--- config.mk ---
export PLATFORM = sky130hd
export DESIGN_NAME = uart_core
export DESIGN_NICKNAME = d
export VERILOG_FILES = /design/src/rtl/uart_pkg.sv /design/src/rtl/uart_baud_timer.sv /design/src/rtl/uart_core.sv
export SDC_FILE = /design/constraint.sdc
export NUM_CORES = 1
export LEC_CHECK = 0
export CAP_MARGIN = 5
export CORE_AREA = 8 8 105 107
export CTS_CLUSTER_DIAMETER = 40
export DETAILED_ROUTE_END_ITERATION = 12
export DIE_AREA = 0 0 113 115
export MAX_ROUTING_LAYER = met4
export PLACE_DENSITY = 0.71
export REMOVE_ABC_BUFFERS = 1
export SETUP_SLACK_MARGIN = 0.5
export SLEW_MARGIN = 25
export SYNTH_ARGS = -nofsm -noshare
export SYNTH_HDL_FRONTEND = slang
export SYNTH_SLANG_ARGS = --single-unit
--- constraint.sdc ---
create_clock -name clk -period 6.3 [get_ports clk]
set_clock_uncertainty 0.15 [all_clocks]
set_input_delay 0.63 -clock clk [delete_from_list [all_inputs] [get_ports clk]]
set_output_delay 0.63 -clock clk [all_outputs]
set_load 0.01 [all_outputs]
--- src/rtl/uart_pkg.sv ---
// uart_pkg: state enums and legal parameter bounds shared by uart_core
// RX_PARITY/TX_PARITY exist only when UART_PARITY_EN is defined
package uart_pkg;
    localparam int MIN_DATA_BITS = 5;
    localparam int MAX_DATA_BITS = 9;
    localparam int MIN_STOP_BITS = 1;
    localparam int MAX_STOP_BITS = 2;
    localparam int CNT_BITS      = $clog2(MAX_DATA_BITS + 1);
    typedef enum logic [2:0] {
        RX_IDLE,
        RX_START,
        RX_DATA,
`ifdef UART_PARITY_EN
        RX_PARITY,
`endif
        RX_STOP
    } rx_state_t;
    typedef enum logic [2:0] {
        TX_IDLE,
        TX_START,
        TX_DATA,
`ifdef UART_PARITY_EN
        TX_PARITY,
`endif
        TX_STOP
    } tx_state_t;
endpackage

--- src/rtl/uart_baud_timer.sv ---
// uart_baud_timer: loadable baud down-counter, ticks at 0 and reloads divisor-1
// A load latches the divisor and starts from divisor/2 (i_half) or divisor-1
module uart_baud_timer #(
    parameter int TIMER_BITS = 10
) (
    input  logic                  clk,
    input  logic                  i_reset,
    input  logic                  i_load,
    input  logic                  i_half,
    input  logic [TIMER_BITS-1:0] i_div,
    output logic                  o_tick
);
    logic [TIMER_BITS-1:0] div, cnt;
    always_ff @(posedge clk) begin
        if (i_reset) begin
            div <= '0;
            cnt <= '0;
        end else if (i_load) begin
            div <= i_div;
            cnt <= i_half ? i_div >> 1 : i_div - 1'b1;
        end else begin
            cnt <= (cnt == '0) ? div - 1'b1 : cnt - 1'b1;
        end
    end
    assign o_tick = cnt == '0;
endmodule

--- src/rtl/uart_core.sv ---
// uart_core: full-duplex UART with valid/ready byte channels and a runtime baud divisor
// Define UART_PARITY_EN to add a parity bit (odd when PARITY_ODD=1) in both directions
module uart_core
    import uart_pkg::*;
#(
    parameter int DATA_BITS  = 8,
    parameter int STOP_BITS  = 1,
    parameter int TIMER_BITS = 10,
    parameter int PARITY_ODD = 0
) (
    input  logic                  clk,
    input  logic                  i_reset,
    input  logic [TIMER_BITS-1:0] i_clks_per_baud,
    input  logic                  i_rx,
    output logic                  o_tx,
    input  logic [DATA_BITS-1:0]  i_tx_data,
    input  logic                  i_tx_valid,
    output logic                  o_tx_ready,
    output logic [DATA_BITS-1:0]  o_rx_data,
    output logic                  o_rx_valid,
    input  logic                  i_rx_ready,
    output logic                  o_rx_frame_err,
    output logic                  o_rx_parity_err,
    output logic                  o_rx_overrun
);
    localparam logic [CNT_BITS-1:0] LAST_DATA = CNT_BITS'(DATA_BITS - 1);
    localparam logic [CNT_BITS-1:0] LAST_STOP = CNT_BITS'(STOP_BITS - 1);
    if (DATA_BITS < MIN_DATA_BITS || DATA_BITS > MAX_DATA_BITS || STOP_BITS < MIN_STOP_BITS ||
        STOP_BITS > MAX_STOP_BITS || PARITY_ODD < 0 || PARITY_ODD > 1) begin : g_bad_cfg
        $error("uart_core: illegal DATA_BITS, STOP_BITS or PARITY_ODD");
    end
    rx_state_t rx_state;
    tx_state_t tx_state;
    logic rx_s1, rx_s2, rx_s3, rx_fall, rx_tick, tx_tick, tx_go, tx_post;
    logic [CNT_BITS-1:0] rx_n, tx_n;
    logic [DATA_BITS-1:0] rx_sh, tx_sh;
`ifdef UART_PARITY_EN
    localparam rx_state_t RX_AFTER_DATA = RX_PARITY;
    localparam tx_state_t TX_AFTER_DATA = TX_PARITY;
    logic tx_par, rx_par;
    assign tx_post = tx_par;
`else
    localparam rx_state_t RX_AFTER_DATA = RX_STOP;
    localparam tx_state_t TX_AFTER_DATA = TX_STOP;
    assign tx_post = 1'b1;
    assign o_rx_parity_err = 1'b0;
`endif
    assign rx_fall = rx_state == RX_IDLE && rx_s3 && !rx_s2;
    // ready during the last clock of the final stop bit allows gapless back-to-back frames
    assign o_tx_ready = tx_state == TX_IDLE || (tx_state == TX_STOP && tx_n == LAST_STOP && tx_tick);
    assign tx_go = i_tx_valid && o_tx_ready;
    uart_baud_timer #(.TIMER_BITS(TIMER_BITS)) u_rx_timer (
        .clk(clk), .i_reset(i_reset), .i_load(rx_fall), .i_half(1'b1),
        .i_div(i_clks_per_baud), .o_tick(rx_tick)
    );
    uart_baud_timer #(.TIMER_BITS(TIMER_BITS)) u_tx_timer (
        .clk(clk), .i_reset(i_reset), .i_load(tx_go), .i_half(1'b0),
        .i_div(i_clks_per_baud), .o_tick(tx_tick)
    );
    always_ff @(posedge clk) begin
        if (i_reset) begin
            {rx_s3, rx_s2, rx_s1} <= 3'b111;
            rx_state       <= RX_IDLE;
            rx_n           <= '0;
            rx_sh          <= '0;
            o_rx_data      <= '0;
            o_rx_valid     <= 1'b0;
            o_rx_frame_err <= 1'b0;
            o_rx_overrun   <= 1'b0;
`ifdef UART_PARITY_EN
            rx_par          <= 1'b0;
            o_rx_parity_err <= 1'b0;
`endif
        end else begin
            {rx_s3, rx_s2, rx_s1} <= {rx_s2, rx_s1, i_rx};
            o_rx_overrun <= 1'b0;
            if (o_rx_valid && i_rx_ready) o_rx_valid <= 1'b0;
            case (rx_state)
                RX_IDLE: if (rx_fall) rx_state <= RX_START;
                RX_START: if (rx_tick) begin
                    rx_state <= rx_s2 ? RX_IDLE : RX_DATA;
                    rx_n     <= '0;
                end
                RX_DATA: if (rx_tick) begin
                    rx_sh <= {rx_s2, rx_sh[DATA_BITS-1:1]};
                    rx_n  <= rx_n + 1'b1;
                    if (rx_n == LAST_DATA) rx_state <= RX_AFTER_DATA;
                end
`ifdef UART_PARITY_EN
                RX_PARITY: if (rx_tick) begin
                    rx_par   <= (^rx_sh ^ rx_s2) != 1'(PARITY_ODD);
                    rx_state <= RX_STOP;
                end
`endif
                RX_STOP: if (rx_tick) begin
                    rx_state <= RX_IDLE;
                    if (!o_rx_valid || i_rx_ready) begin
                        o_rx_data      <= rx_sh;
                        o_rx_valid     <= 1'b1;
                        o_rx_frame_err <= !rx_s2;
`ifdef UART_PARITY_EN
                        o_rx_parity_err <= rx_par;
`endif
                    end else begin
                        o_rx_overrun <= 1'b1;
                    end
                end
                default: rx_state <= RX_IDLE;
            endcase
        end
    end
    always_ff @(posedge clk) begin
        if (i_reset) begin
            tx_state <= TX_IDLE;
            o_tx     <= 1'b1;
            tx_n     <= '0;
            tx_sh    <= '0;
`ifdef UART_PARITY_EN
            tx_par <= 1'b0;
`endif
        end else if (tx_go) begin
            tx_state <= TX_START;
            o_tx     <= 1'b0;
            tx_sh    <= i_tx_data;
`ifdef UART_PARITY_EN
            tx_par <= ^i_tx_data ^ 1'(PARITY_ODD);
`endif
        end else if (tx_tick) begin
            case (tx_state)
                TX_START: begin
                    tx_state <= TX_DATA;
                    o_tx     <= tx_sh[0];
                    tx_sh    <= tx_sh >> 1;
                    tx_n     <= '0;
                end
                TX_DATA: begin
                    o_tx  <= (tx_n == LAST_DATA) ? tx_post : tx_sh[0];
                    tx_sh <= tx_sh >> 1;
                    tx_n  <= (tx_n == LAST_DATA) ? '0 : tx_n + 1'b1;
                    if (tx_n == LAST_DATA) tx_state <= TX_AFTER_DATA;
                end
`ifdef UART_PARITY_EN
                TX_PARITY: begin
                    tx_state <= TX_STOP;
                    o_tx     <= 1'b1;
                    tx_n     <= '0;
                end
`endif
                TX_STOP: begin
                    tx_n <= tx_n + 1'b1;
                    if (tx_n == LAST_STOP) tx_state <= TX_IDLE;
                end
                default: ;
            endcase
        end
    end
endmodule

==> flow_metrics.env, run 1 <==
export IMPL_antenna_found_initial=0
export IMPL_postSynthCellCount=484
export IMPL_finalSetupTns_ps=0
export IMPL_core_mm2=0.00946
export IMPL_period_share_pct=53.7
export IMPL_final_nets=542
export IMPL_holdWs_ps=273
export IMPL_synthesis_area_mm2=0.00407
export IMPL_nFillCells=926
export IMPL_start_util_pct=43.0
export IMPL_yosysUniqueCellTypes=63
export IMPL_overflow=0
export IMPL_power_density_mw_per_mm2=279
export IMPL_regArea_mm2=0.00166
export IMPL_fin_util_pct=49.1
export IMPL_relSlewSlack_pct=35.8
export IMPL_synth_edf_count=0
export IMPL_dr_first_iter_drc_count=235
export IMPL_cts_buffer_depth=2
export IMPL_cts_hold_buf=0
export IMPL_diodes=0
export IMPL_multi_input_area_mm2=0.00225
export IMPL_drtAntennaViolNets=0
export IMPL_drc=0
export IMPL_vias=3574
export IMPL_die_area_mm2=0.0130
export IMPL_async_flop_share_pct=0
export IMPL_max_freq_ghz=0.296
export IMPL_via_per_inst=5.70
export IMPL_fin_ws_ps=2920
export IMPL_grt_pass1_vias=3481
export IMPL_grt_total_usage_pct=15.1
export IMPL_synth_warnings=0
export IMPL_synth_avg_cell_area_um2=8.40
export IMPL_path_class="reg2reg"
export IMPL_worst_hold_path_type="reg2reg"
export IMPL_grt_max_degree=82
export IMPL_fp_dieW_um=113
export IMPL_place_inst=612
export IMPL_synth_top_flop_cell="dfxtp_1"
export IMPL_tightest_slew_ps=961
export IMPL_die_h_um=115
export IMPL_max_cap_violations=0
export IMPL_cp_end_kind="register"
export IMPL_area_delta_synth_final_pct=14.2
export IMPL_p_leak_nw=1.66
export IMPL_gp_congestion=0.895
export IMPL_cp_arrival_ps=3510
export IMPL_place_ws_ps=2750
export IMPL_h_tree_depth=3
export IMPL_cts_resized=0
export IMPL_clock_sinks=83
export IMPL_wirelength_um=9490
export IMPL_setup_violations=0
export IMPL_pin_count=37
export IMPL_worstPathMaxFanout=19
export IMPL_port_buffer_count=35
export IMPL_ys_ff_latch=83
export IMPL_instances_no_fill=627
export IMPL_cp_data_required_time_ps=6430
export IMPL_post_cts_buffers=0
export IMPL_rsz0062_at_grt="false"
export IMPL_cts_tree="built"
export IMPL_hpwl_um=6740
export IMPL_clkLatencyLatePin_ps=360
export IMPL_layout_drive_gt1_share_pct=9.16
export IMPL_cts_root_buf="clkbuf_8"
export IMPL_wl_per_cell_um=15.1
export IMPL_startpoint_type="register"
export IMPL_cts_made_buffers=9
export IMPL_clk_pin_slew_ps=90
export IMPL_firstDrtPassIters=6
export IMPL_irDropWorstVdd_mv=0.132
export IMPL_finalMaxSlewViolations=0
export IMPL_finalCriticalPeriod_ps=3380
export IMPL_placementRows=36
export IMPL_ys_seq_area_share_pct=40.9
export IMPL_status="finished clean"
export IMPL_grt_pass1_wl_um=15900
export IMPL_hold_viol_final=0
cells in the final DEF, fill, tap and decap left out, types with 3 or more instances in the layout:
master | synthesis | layout
nand2b_1 | 5 | 5
o21a_1 | 3 | 3
xor2_1 | 4 | 4
inv_1 | 12 | 12
ha_1 | 10 | 10
nor2_1 | 53 | 53
a211oi_2 | 3 | 3
nor3_1 | 9 | 9
nor4_1 | 6 | 6
a211oi_1 | 5 | 5
a31oi_1 | 5 | 5
mux2i_1 | 18 | 18
o21ai_0 | 12 | 12
o21ai_1 | 5 | 5
clkbuf_8 | 0 | 9
nand3_1 | 18 | 18
or2_2 | 7 | 7
buf_4 | 2 | 3
clkdlybuf4s50_1 | 0 | 34
a311oi_1 | 8 | 8
xnor2_1 | 5 | 5
nor4_4 | 3 | 3
nand2_1 | 65 | 65
or4_4 | 3 | 3
nand3b_1 | 4 | 4
dfxtp_1 | 83 | 83
a21oi_1 | 66 | 66
or3_1 | 4 | 4
o22ai_1 | 4 | 4
sequential cells by signal (all words and copies together) (netlist names), 2 cells and up:
register / cells
u_rx_timer.div: 10
o_rx_data: 8
tx_n: 4
u_rx_timer.cnt: 10
u_tx_timer.div: 10
tx_sh: 8
u_tx_timer.cnt: 10
tx_state: 2
rx_n: 4
rx_sh: 8
rx_state: 2
cells in the mapped netlist, types with 2 or more instances:
library cell / n / area share [%]
mux2i_1: 18 / 4.4
inv_1: 12 / 1.1
nor4_4: 3 / 1.6
o21ai_0: 12 / 1.5
nand2_1: 65 / 6.0
o21a_1: 3 / 0.55
buf_4: 2 / 0.37
nand3b_1: 4 / 0.74
nand3_1: 18 / 2.2
nor2b_1: 2 / 0.31
and3_1: 2 / 0.31
a311oi_1: 8 / 1.7
nor3_1: 9 / 1.1
nor2_1: 53 / 4.9
or4b_1: 2 / 0.49
buf_2: 3 / 0.37
a211oi_1: 5 / 0.92
clkbuf_1: 17 / 1.6
o22ai_1: 4 / 0.62
ha_1: 10 / 3.1
a31oi_1: 5 / 0.77
dfxtp_1: 83 / 41
nor4_1: 6 / 0.92
o21ai_1: 5 / 0.62
a21oi_1: 66 / 8.1
or2_2: 7 / 1.1
xnor2_1: 5 / 1.1
o41ai_2: 2 / 0.80
a211oi_2: 3 / 0.92
buf_1: 2 / 0.18
nand2b_1: 5 / 0.77
or3_1: 4 / 0.62
and4_1: 2 / 0.43
or4_4: 3 / 0.83
and2_1: 2 / 0.31
xor2_1: 4 / 0.86
or4_1: 2 / 0.37
logic make-up (layout without fill, tap and decap cells):
family	after synthesis	in the layout	share of synthesized area, %
compound gates	126	126	19.9
xor+xnor	9	9	1.94
fa+ha+maj	10	10	3.08
buf+inv	37	66	3.69
flops	83	83	40.9
mux	18	18	4.43
other cells	1	1	0.0922
simple gates	200	200	26.0
worst max-delay path: stages, from the launching register on:
cell	delay, ps
dfxtp_1	390
ha_1	290
nor4bb_4	390
a41oi_4	230
nor2_2	700
o21a_1	250
ha_1	250
o221ai_2	140
or3_1	360
a21oi_1	150
per-layer routing:
layer / part of all wire [%] / track usage (%) / wire, um
met5: 0 / - / 0
met4: 1.4 / 5.60 / 136
met1: 44 / 17.4 / 4210
met3: 3.1 / 2.42 / 290
met2: 51 / 26.0 / 4860
report_power, final:
part | leakage, nW | switching [mW] | total (mW) | internal [mW]
Clock | 0.0815 | 0.189 | 0.331 | 0.141
Sequential | 0.678 | 0.0489 | 0.619 | 0.570
Combinational | 0.904 | 0.202 | 0.344 | 0.142
layout make-up:
| cell class | count | share of cell area, % |
|---|---|---|
| Clock buffer | 9 | 2.67 |
| Clock inverter | 6 | 0.916 |
| Inverter | 13 | 1.05 |
| Multi-Input combinational cell | 364 | 48.6 |
| Sequential cell | 83 | 35.8 |
| Tap cell | 114 | 3.07 |
| Timing Repair Buffer | 38 | 7.92 |
stage by stage:
step | power, mW | area (um2)
floorplan | 0.870 | 3970
global placement | 0.959 | 4480
detailed placement | 0.970 | 4480
CTS | 1.30 | 4640
global route | 1.37 | 4640
finish | 1.29 | 4640
worst paths after layout:
check / start / endpoint / slack (ps) / cells past startpoint
worst max-delay path: tx_state[0] / u_tx_timer.cnt[8] / 2920 / 9
worst min-delay path: rx_s1 / rx_s2 / 270 / 1
worst max register to register: tx_state[0] / u_tx_timer.cnt[8] / 2920 / 9
worst min register to register: rx_s1 / rx_s2 / 270 / 1
Power figures use the tool's default switching activity.
==> run 2: changes to the inputs <==
PLACE_DENSITY = 0.74   (was 0.71)
clock period = 2.8 ns   (was 6.3 ns; I/O delays follow)
==> flow_metrics.env, run 2 (same netlist as run 1, synthesis figures left out) <==
export IMPL_power_density_mw_per_mm2=645
export IMPL_cts_hold_buf=0
export IMPL_startpoint_type="register"
export IMPL_core_mm2=0.00946
export IMPL_rsz0062_at_grt="true"
export IMPL_placementRows=36
export IMPL_wl_per_cell_um=16.4
export IMPL_top_layer="met4"
export IMPL_antenna_found_initial=0
export IMPL_diodes=0
export IMPL_path_cells="ha_4, nor4bb_4, a41oi_4, buf_6, nor4b_2, o221ai_2, or3_1, a21oi_1"
export IMPL_vias=3813
export IMPL_relSlewSlack_pct=46.3
export IMPL_hold_path_startpoint="i_reset"
export IMPL_dr_first_iter_drc_count=241
export IMPL_worst_hold_path_type="in2reg"
export IMPL_cts_root_buf="clkbuf_8"
export IMPL_tightest_slew_ps=805
export IMPL_finalCriticalPeriod_ps=2420
export IMPL_setup_violations=0
export IMPL_gp_congestion=0.924
export IMPL_r2r_end="u_tx_timer.cnt[8]"
export IMPL_period_share_pct=86.5
export IMPL_layout_drive_gt1_share_pct=22.2
export IMPL_slowest_delay_ps=380
export IMPL_timing_rr_start="tx_state[1]"
export IMPL_wl_met1_um=4530
export IMPL_grt_pass1_wl_um=17300
export IMPL_via_per_inst=5.78
export IMPL_grt_pass1_vias=3600
export IMPL_final_common_cell="dfxtp_1"
export IMPL_hold_viol_final=0
export IMPL_cts_tree="built"
export IMPL_wl_met2_um=5480
export IMPL_area_delta_synth_final_pct=27.1
export IMPL_nFillCells=853
export IMPL_finalMaxSlewViolations=0
export IMPL_clkLatencyLatePin_ps=350
export IMPL_irDropWorstVdd_mv=0.349
export IMPL_grt_max_degree=81
export IMPL_max_cap_violations=0
export IMPL_p_leak_nw=1.89
export IMPL_wirelength_um=10800
export IMPL_cts_buffer_depth=2
export IMPL_die_area_mm2=0.0130
export IMPL_overflow=0
export IMPL_wl_met3_um=443
export IMPL_cp_arrival_ps=2550
export IMPL_die_h_um=115
export IMPL_crit_path_top_delay_cell="dfxtp_4"
export IMPL_critPathLaunch="tx_state[1]"
export IMPL_clock_sinks=83
export IMPL_fp_dieW_um=113
export IMPL_reg2reg_setup_slack_ps=380
export IMPL_path_class="reg2reg"
export IMPL_clk_pin_slew_ps=80
export IMPL_hold_end="o_tx"
export IMPL_layout_common_cells="73 x dfxtp_1, 61 x a21oi_1, 61 x nand2_1"
export IMPL_grt_total_usage_pct=16.7
export IMPL_cts_made_buffers=9
export IMPL_h_tree_depth=3
export IMPL_status="finished clean"
export IMPL_pin_count=37
export IMPL_cp_data_required_time_ps=2930
export IMPL_start_util_pct=43.0
export IMPL_final_nets=574
export IMPL_drc=0
export IMPL_port_buffer_count=35
export IMPL_cp_end_kind="register"
export IMPL_reg2regPathDepth=8
export IMPL_drtAntennaViolNets=0
export IMPL_holdWs_ps=125
export IMPL_firstDrtPassIters=6
export IMPL_hpwl_um=6850
export IMPL_worstPathMaxFanout=5
export IMPL_whs_path_depth=3
export IMPL_finalSetupTns_ps=0
export IMPL_max_freq_ghz=0.413
-- run 2: cell types whose count changed in the layout (fill, tap and decap cells not counted), moves of 3 or more --
cell | before | now
a21oi_1 | 66 | 61
a21oi_2 | 0 | 4
buf_4 | 3 | 26
buf_6 | 0 | 8
dfxtp_1 | 83 | 73
dfxtp_2 | 0 | 8
ha_1 | 10 | 6
ha_4 | 0 | 3
nand2_1 | 65 | 61
nand2_2 | 0 | 3
-- run 2: metal layers --
layer / vias to the layer above / track usage [%]
met5: - / -
met4: 0 / 7.64
met3: 36 / 2.36
met2: 124 / 28.3
met1: 1813 / 19.3
li1: 1840 / -
-- run 2: final cells by class --
type	count	area [um2]	area share, %
multi-input cells	365	2460	47.6
clock inverters	6	73.8	1.43
flip-flops and latches	83	1680	32.5
repair buffers	69	626	12.1
clock buffers	10	138	2.66
well taps	114	143	2.76
inverters	13	51.3	0.992
-- run 2: what timing repair did --
action / in CTS / in global routing
gates cloned: 1 / 1
setup endpoints to repair: 41 / 35
pin swaps: 25 / 20
setup buffers: 17 / 4
resized for setup: 48 / 21
endpoints found under the hold margin: 0 / 0
-- run 2: worst max path at each step --
stage / end / slack [ps] / depth (start not counted)
6_report: u_tx_timer.cnt[8] / 380 / 8
5_1_grt: u_tx_timer.cnt[8] / 270 / 9
4_1_cts: u_tx_timer.cnt[8] / 410 / 10
3_5_place_dp: u_tx_timer.cnt[8] / 110 / 9
3_3_place_gp: u_tx_timer.cnt[8] / 190 / 9
2_1_floorplan: o_rx_data[0] / -40 / 6
-- run 2: worst max-delay path, delay by kind of cell, from the launching register on --
kind | cells | cell delay (ps)
buffers and inverters | 1 | 180
AOI/OAI and AO/OA | 3 | 470
DFF | 1 | 380
adders and majority gates | 1 | 160
and+or+nand+nor | 3 | 1020
-- run 2: metrics by stage --
step / utilization (%) / std cells / setup WS (ps) / instance area, um2 / total power [mW]
after floorplan: - / 460 / -36.4 / 3970 / 1.96
after global placement: 48.0 / 621 / 188 / 4540 / 2.17
after detailed placement: 48.0 / 621 / 108 / 4540 / 2.19
after CTS: 53.3 / 655 / 409 / 5040 / 3.26
after global routing: 54.6 / 660 / 270 / 5170 / 3.51
final: 54.6 / 660 / 378 / 5170 / 3.34
-- run 2: power by group --
part | total, mW | switching [mW] | internal, mW
Sequential | 1.41 | 0.120 | 1.29
Clock | 0.900 | 0.455 | 0.445
Combinational | 1.03 | 0.562 | 0.467
Total | 3.34 | 1.14 | 2.20
